File: src/rtl/led_pattern_seq.sv
// Multi-channel LED sequencer advanced by an external timebase tick.
// Each channel is OFF, ON, PATTERN or TOGGLE over a frame of FRAME_LEN ticks.
// Build option LED_SEQ_SHADOW_EN: when defined, config writes go to per-channel
// shadow registers and are committed on frame wrap or while the sequencer is
// frozen (enable=0); when undefined, writes land directly in the active config.
module led_pattern_seq #(
  parameter int unsigned NUM_LEDS  = 2,
  parameter int unsigned FRAME_LEN = 16,
  parameter int unsigned PW        = (NUM_LEDS > 1) ? $clog2(NUM_LEDS) : 1,
  parameter int unsigned FW        = $clog2(FRAME_LEN)
) (
  input  logic                 clk,
  input  logic                 rst,
  input  logic                 tick_i,
  input  logic                 enable_i,
  input  logic                 cfg_we_i,
  input  logic [PW-1:0]        cfg_led_i,
  input  logic [1:0]           cfg_mode_i,
  input  logic [FRAME_LEN-1:0] cfg_pattern_i,
  output logic [NUM_LEDS-1:0]  led_o,
  output logic [FW-1:0]        frame_pos_o,
  output logic                 frame_wrap_o,
  output logic                 cfg_pending_o,
  output logic                 cfg_err_o
);

  typedef enum logic [1:0] {ModeOff, ModeOn, ModePattern, ModeToggle} mode_e;

  logic [FW-1:0]        pos_q, pos_d, pos_next;
  logic [NUM_LEDS-1:0]  led_q, led_d;
  logic                 wrap_q, wrap_d;
  logic                 err_q, err_d;
  logic                 advance, wr_valid;
  logic [NUM_LEDS-1:0]  wr_hit;

  mode_e                act_mode_q [NUM_LEDS];
  mode_e                act_mode_d [NUM_LEDS];
  logic [FRAME_LEN-1:0] act_pat_q  [NUM_LEDS];
  logic [FRAME_LEN-1:0] act_pat_d  [NUM_LEDS];

  // Frame position, write decode and one-cycle status pulses
  always_comb begin
    advance  = tick_i & enable_i;
    pos_next = (pos_q == FW'(FRAME_LEN - 1)) ? '0 : pos_q + 1'b1;
    pos_d    = advance ? pos_next : pos_q;
    wrap_d   = advance && (pos_next == '0);
    wr_valid = cfg_we_i && (32'(cfg_led_i) < NUM_LEDS);
    err_d    = cfg_we_i && !wr_valid;
    for (int i = 0; i < NUM_LEDS; i++) begin
      wr_hit[i] = wr_valid && (32'(cfg_led_i) == i);
    end
  end

`ifdef LED_SEQ_SHADOW_EN
  mode_e                shd_mode_q [NUM_LEDS];
  mode_e                shd_mode_d [NUM_LEDS];
  logic [FRAME_LEN-1:0] shd_pat_q  [NUM_LEDS];
  logic [FRAME_LEN-1:0] shd_pat_d  [NUM_LEDS];
  logic [NUM_LEDS-1:0]  dirty_q, dirty_d;
  logic                 commit;

  // Commit uses pre-edge shadows; a coincident write refills the shadow and stays dirty
  always_comb begin
    commit = (advance && (pos_next == '0)) || !enable_i;
    for (int i = 0; i < NUM_LEDS; i++) begin
      act_mode_d[i] = (commit && dirty_q[i]) ? shd_mode_q[i] : act_mode_q[i];
      act_pat_d[i]  = (commit && dirty_q[i]) ? shd_pat_q[i]  : act_pat_q[i];
      shd_mode_d[i] = wr_hit[i] ? mode_e'(cfg_mode_i) : shd_mode_q[i];
      shd_pat_d[i]  = wr_hit[i] ? cfg_pattern_i       : shd_pat_q[i];
      dirty_d[i]    = (dirty_q[i] && !commit) || wr_hit[i];
    end
  end

  // Shadow config and dirty flags
  always_ff @(posedge clk) begin
    if (!rst) begin
      dirty_q <= '0;
      for (int i = 0; i < NUM_LEDS; i++) begin
        shd_mode_q[i] <= ModeOff;
        shd_pat_q[i]  <= '0;
      end
    end else begin
      dirty_q <= dirty_d;
      for (int i = 0; i < NUM_LEDS; i++) begin
        shd_mode_q[i] <= shd_mode_d[i];
        shd_pat_q[i]  <= shd_pat_d[i];
      end
    end
  end

  assign cfg_pending_o = |dirty_q;
`else
  // Direct writes: the new config is already visible to this edge's LED update
  always_comb begin
    for (int i = 0; i < NUM_LEDS; i++) begin
      act_mode_d[i] = wr_hit[i] ? mode_e'(cfg_mode_i) : act_mode_q[i];
      act_pat_d[i]  = wr_hit[i] ? cfg_pattern_i       : act_pat_q[i];
    end
  end

  assign cfg_pending_o = 1'b0;
`endif

  // Per-channel LED evaluation at the upcoming frame position
  always_comb begin
    led_d = led_q;
    if (advance) begin
      for (int i = 0; i < NUM_LEDS; i++) begin
        unique case (act_mode_d[i])
          ModeOff:     led_d[i] = 1'b0;
          ModeOn:      led_d[i] = 1'b1;
          ModePattern: led_d[i] = act_pat_d[i][pos_next];
          ModeToggle:  led_d[i] = led_q[i] ^ act_pat_d[i][pos_next];
          default:     led_d[i] = led_q[i];
        endcase
      end
    end
  end

  // Active config, position and output registers
  always_ff @(posedge clk) begin
    if (!rst) begin
      pos_q  <= '0;
      led_q  <= '0;
      wrap_q <= 1'b0;
      err_q  <= 1'b0;
      for (int i = 0; i < NUM_LEDS; i++) begin
        act_mode_q[i] <= ModeOff;
        act_pat_q[i]  <= '0;
      end
    end else begin
      pos_q  <= pos_d;
      led_q  <= led_d;
      wrap_q <= wrap_d;
      err_q  <= err_d;
      for (int i = 0; i < NUM_LEDS; i++) begin
        act_mode_q[i] <= act_mode_d[i];
        act_pat_q[i]  <= act_pat_d[i];
      end
    end
  end

  assign led_o        = led_q;
  assign frame_pos_o  = pos_q;
  assign frame_wrap_o = wrap_q;
  assign cfg_err_o    = err_q;

endmodule
File: config.mk
export PLATFORM = sky130hd
export DESIGN_NAME = led_pattern_seq
export DESIGN_NICKNAME = d
export VERILOG_FILES = /design/src/rtl/led_pattern_seq.sv
export SDC_FILE = /design/constraint.sdc
export NUM_CORES = 1
export LEC_CHECK = 0
export ABC_CLOCK_PERIOD_IN_PS = 4950
export CAP_MARGIN = 20
export CORE_MARGIN = 2
export CORE_UTILIZATION = 40
export CTS_BUF_LIST = sky130_fd_sc_hd__clkbuf_8
export CTS_CLUSTER_DIAMETER = 30
export CTS_CLUSTER_SIZE = 28
export DETAILED_ROUTE_END_ITERATION = 10
export PLACE_DENSITY = 0.66
export SLEW_MARGIN = 20
export SYNTH_ARGS = -nofsm -noshare
export SYNTH_HDL_FRONTEND = slang
export SYNTH_SLANG_ARGS = --single-unit
File: constraint.sdc
create_clock -name clk -period 4.95 [get_ports clk]
set_input_delay 0.495 -clock clk [delete_from_list [all_inputs] [get_ports clk]]
set_output_delay 0.495 -clock clk [all_outputs]
set_load 0.02 [all_outputs]
# Word-level counts from Yosys, hierarchy flattened
# Memories as Yosys holds them, arrays and structs flattened.
# Index checks and enable logic that the tools add are counted.
# totals
memories	2
inputBits	24
latchBits	0
output_inout_bits	9
rom_bits	0
mem_bits_rw	36
register_bits	7
# classes
n_mux	17
shifts	0
div	0
n_bitwise	8
mul	0
n_eq_ne	7
order_cmp	1
n_reduce_logical	6
add_sub_neg	1
# mem_list
memory	words	width	rd	rd_ports_with_merged_regs	wr	line_no	rtl
act_pat_q	2	16	2	0	2	38	logic [FRAME_LEN-1:0] act_pat_q [NUM_LEDS];
act_mode_q	2	2	2	0	2	36	mode_e act_mode_q [NUM_LEDS];
# op_table
cell	count
16-bit two-way mux	4
1-bit binary-select mux with 4-bit select	2
2-bit equality test, second input constant	4
2-bit two-way mux	4
1-bit case mux with 4 select lines	2
4-bit by 5-bit less-than comparator with 1-bit output, second input constant	1
4-bit by 1-bit adder with 4-bit output, second input constant	1
2-bit by 1-bit equality test with 1-bit output, second input constant	2
4-bit equality test, second input constant	1
2-bit zero test	2
4-bit zero test	1
1-bit two-way mux	4
4-bit two-way mux	1
1-bit OR	4
1-bit logical AND	3
1-bit XOR	2
1-bit bitwise AND	1
1-bit inverter	1

# Logic depth before layout (Yosys ltp)
# logic_depth
word_depth	7
mapped_depth	9
mapped_depth_nobuf	7

# Worst setup path after synthesis
# OpenSTA, ideal clock, no wires.
# synth_timing
path_kind	register to register
startpoint	reg pos_q[0], in the netlist frame_pos_o[0]
endpoint	reg led_q[1], in the netlist led_o[1]
n_path_buf	2
setup_time_ns	0.134
slack_ns	2.570
path_stages_with_launch	10
t_arrival_ns	2.246
path_cell_list	dfxtp_1 -> ha_1 -> buf_4 -> a31oi_4 -> buf_6 -> mux4_2 -> a22oi_1 -> a211oi_1 -> o21ai_1 -> o311ai_1
# synth_between
elab_chain_len	6
word_cells_on_any_way	7
classes_between	1 x add/sub; 1 x eq/ne; 4 x mux; 1 x bitwise
# synth_lines
item	line_no	rtl
start, declared	29	logic [FW-1:0] pos_q, pos_d, pos_next;
start signal, assigned	132	pos_q <= pos_d;
4-bit by 1-bit adder with 4-bit output or 4-bit equality test (tied branches)	44	pos_next = (pos_q == FW'(FRAME_LEN - 1)) ? '0 : pos_q + 1'b1;
4-bit two-way mux (*)	44	
1-bit binary-select mux with 4-bit select (*)	112, 113	
1-bit two-way mux (implied by the code) (*)	112, 113	
1-bit XOR	113	ModeToggle: led_d[i] = led_q[i] ^ act_pat_d[i][pos_next];
1-bit case mux with 4 select lines (*)	109	unique case (act_mode_d[i])
end signal, assigned	133	led_q <= led_d;
end, declared	30	logic [NUM_LEDS-1:0] led_q, led_d;
# Every way passes the cells marked *; elsewhere a longest branch is shown, timed or not. The select of a mux whose other input is x is not followed.
# A chain may end at the register's enable or synchronous reset.

# Worst setup path in the final report
# layout_timing
startpoint	in cfg_led_i
endpoint	reg led_q[0], in the netlist led_o[0]
# layout_between
elab_chain_len	7
word_cells_on_any_way	12
classes_between	3 x eq/ne; 5 x mux; 2 x bitwise; 2 x reduce/logical
# layout_lines
item	line_no	rtl
start, declared	17	input logic [PW-1:0] cfg_led_i,
1-bit inverter (*)	50	wr_hit[i] = wr_valid && (32'(cfg_led_i) == i);
1-bit logical AND (*)	50	
16-bit two-way mux	97	act_pat_d[i] = wr_hit[i] ? cfg_pattern_i : act_pat_q[i];
1-bit binary-select mux with 4-bit select	112, 113	
1-bit two-way mux (implied by the code)	112, 113	
1-bit XOR	113	
1-bit case mux with 4 select lines (*)	109	
# Marks and branches as above.

==> out/results.ini <==
[run_status]
status=completed

[global_routing]
grt_max_degree=27
antenna_found_initial=0
grt_pass1_wl_um=7770
track_usage_pct=15.9
grt_pass1_vias=1586
grt-ovfl-total=0

[clock_network]
clk_path_buf_depth=2
cts_tree=done
cts_sinks=43
clock_latency_ns=0.30
clkTransAtPathRegs_ns=0.08
postCtsHoldBufs=0
h-tree-depth=2
cts_resized=0
numCtsBuffers=5
postCtsSetupBuffers=0
cts_root_buffer=clkbuf_8

[detailed_routing]
vias_per_cell=5.42
antenna_left=0
first_iter_violations=72
detail_route.wl_per_cell_um=15.0
vias=1735
route.detailed.drc=0
routed_wl_um=4800
first_pass_iters=5

[final_layout]
final_layout_size_suffix_gt1_share_pct=9.27
final_nets=273
diodes=0
area_delta_synth_final_pct=17.0

[floorplan]
core_mm2=0.00551
die_h_um=79.4
initial_core_util_pct=41.3
dieWidth_um=79.4
ios=33
die_area_mm2=0.00630
rows=27

[timing]
fin_ws_ns=1.71
layout_min_cycle_time_ns=3.24
report.final.slew_viol_count=0
fin_tns_setup_ns=0
finalCritPeriodShare_pct=65.5
rsz0062_at_grt=no
worstMarginPinSlew_ns=0.977
hold_viol_final=0
skew_ns=0.00716
setup_viol=0
slew_headroom_pct=34.7
fmax_ghz=0.308

[critical_path]
required_ns=5.12
path_cells=clkdlybuf4s50_1 > nor2b_4 > buf_4 > mux4_1 > a22oi_1 > a211oi_1 > o2111ai_1 > o311ai_1
worst_setup_path_start_kind=primary input
worst_path_max_delay_cell=clkdlybuf4s50_1
crit_family=buffers and inverters
path_class=in -> reg
crit_start=cfg_led_i
path_buf_inv=2
critPathArrivalTime_ns=3.41
crit_fanout=18
endpoint_kind=flop
cp_slowest_stage_delay_ns=0.79
crit-reg2reg-launch=frame_pos_o[0]$_SDFFE_PN0P_

[pwr]
ir_drop_mv=0.110
power.density_mw_per_mm2=278
p_leak_nw=0.995

[yosys]
syn_area_mm2=0.00227
synth-seq-cells=43
synth-edff-count=0
synth_area_per_cell_um2=10.1
synthFlopType=dfxtp_1
synth_cells=225
synth_seq_area_share_pct=37.9
ys_warn_count=0
ys_async_sr_fraction_pct=0
synthDistinctLibCells=34

[placed_design]
place_hpwl_um=3390
port_buffers=30
pre_cts_slack_ns=1.42
gp_congestion=0.764

[run]
maxCapViolations=0

[hold_path]
worstHoldPathType=reg -> reg
min_from=act_pat_q[0][19]$_SDFF_PN0_

[sequential cells by signal, summed over array words and instances, names as in the netlist]
register / count
act_pat_q: 32
act_mode_q: 4
frame_pos_o: 4
led_o: 2
frame_wrap_o: 1
[area by class of cell]
type | count | area, um^2
Multi-Input combinational cell | 161 | 1270
Inverter | 3 | 11.3
Clock inverter | 1 | 7.51
Sequential cell | 43 | 861
Fill cell | 518 | 2850
Clock buffer | 7 | 96.3
Tap cell | 72 | 90.1
Timing Repair Buffer | 33 | 323
[cells in the final DEF, fill, tap and decap left out, types with 2 or more instances in the layout]
cell type	instances
mux2i_1	19
clkbuf_8	7
a22oi_1	7
buf_4	3
ha_1	2
o21ai_0	2
xnor2_1	2
clkdlybuf4s50_1	30
a211oi_1	5
dfxtp_1	43
a21oi_1	19
nor2_1	27
nand3_1	21
o311ai_1	2
mux4_2	7
inv_1	3
nand2_1	24
conb_1	2
mux4_1	9
[where the power goes]
part,total (W),switching (W),internal (W)
Clock,0.000247,0.000120,0.000127
Sequential,0.000371,0.00000942,0.000361
Combinational,0.000120,0.0000596,0.0000605
Total,0.000738,0.000189,0.000549
[cells in the mapped netlist (2+ instances only)]
library cell	count	area, um^2
xnor2_1	2	17.5
buf_4	4	30.0
nand3_1	21	105
o311ai_1	2	17.5
dfxtp_1	43	861
a211oi_1	5	37.5
mux2i_1	19	190
buf_2	2	10.0
mux4_1	9	236
ha_1	2	25.0
a21oi_1	19	95.1
mux4_2	7	158
inv_1	3	11.3
a22oi_1	7	52.6
nand2_1	24	90.1
nor2_1	27	101
buf_6	4	45.0
clkbuf_1	8	30.0
o21ai_0	2	10.0
[worst register-to-register path: stages, from the launching register on]
cell and delay, ns:
dfxtp_1 0.40, ha_1 0.34, a31oi_4 0.62, mux4_1 0.66
a22oi_1 0.24, a211oi_1 0.13, o21ai_1 0.14, o311ai_1 0.10
[layer usage]
metal / global-route usage, % / routed length (um) / up-vias / share of wire, %
met2: 25.5 / 2240 / 44 / 47
li1: - / - / 864 / -
met1: 21.1 / 2300 / 825 / 48
met5: 0 / 0 / - / 0
met4: 5.17 / 29 / 0 / 0.60
met3: 3.85 / 229 / 2 / 4.8
[path summary, 6_finish.rpt]
| kind | end | slack, ns | cells after the start |
|---|---|---|---|
| hold reg to reg | act_pat_q[0][19]$_SDFF_PN0_ | 0.46 | 2 |
| setup / recovery | led_o[0]$_SDFFE_PN0P_ | 1.71 | 8 |
| setup reg to reg | led_o[1]$_SDFFE_PN0P_ | 2.22 | 7 |
| hold / removal | act_pat_q[0][19]$_SDFF_PN0_ | 0.46 | 2 |
[cell families (layout without fill, tap and decap cells)]
logic type                 Yosys count  count (layout)  share of synthesized area [%]
DFF                                 43              43                           37.9
AOI/OAI and AO/OA                   42              42                           12.5
buffers and inverters               22              44                           6.44
muxes                               36              36                           26.3
other                                1               2                          0.165
adders and majority gates            2               2                           1.10
and+or+nand+nor                     76              76                           14.4
xor gates and xnor gates             3               3                           1.16
[through the flow]
step	utilization, %	hold WS (ns)	instances	power, W	cell area (um^2)
after CTS	48.3	0.458	320	0.000746	2660
after detailed placement	46.4	0.446	312	0.000499	2550
final	48.3	0.455	320	0.000738	2660
after global placement	46.4	0.437	312	0.000498	2550
after global routing	48.3	0.480	320	0.000773	2660
after floorplan	-	0.432	226	0.000460	2280
(Power assumes the default switching activity.)
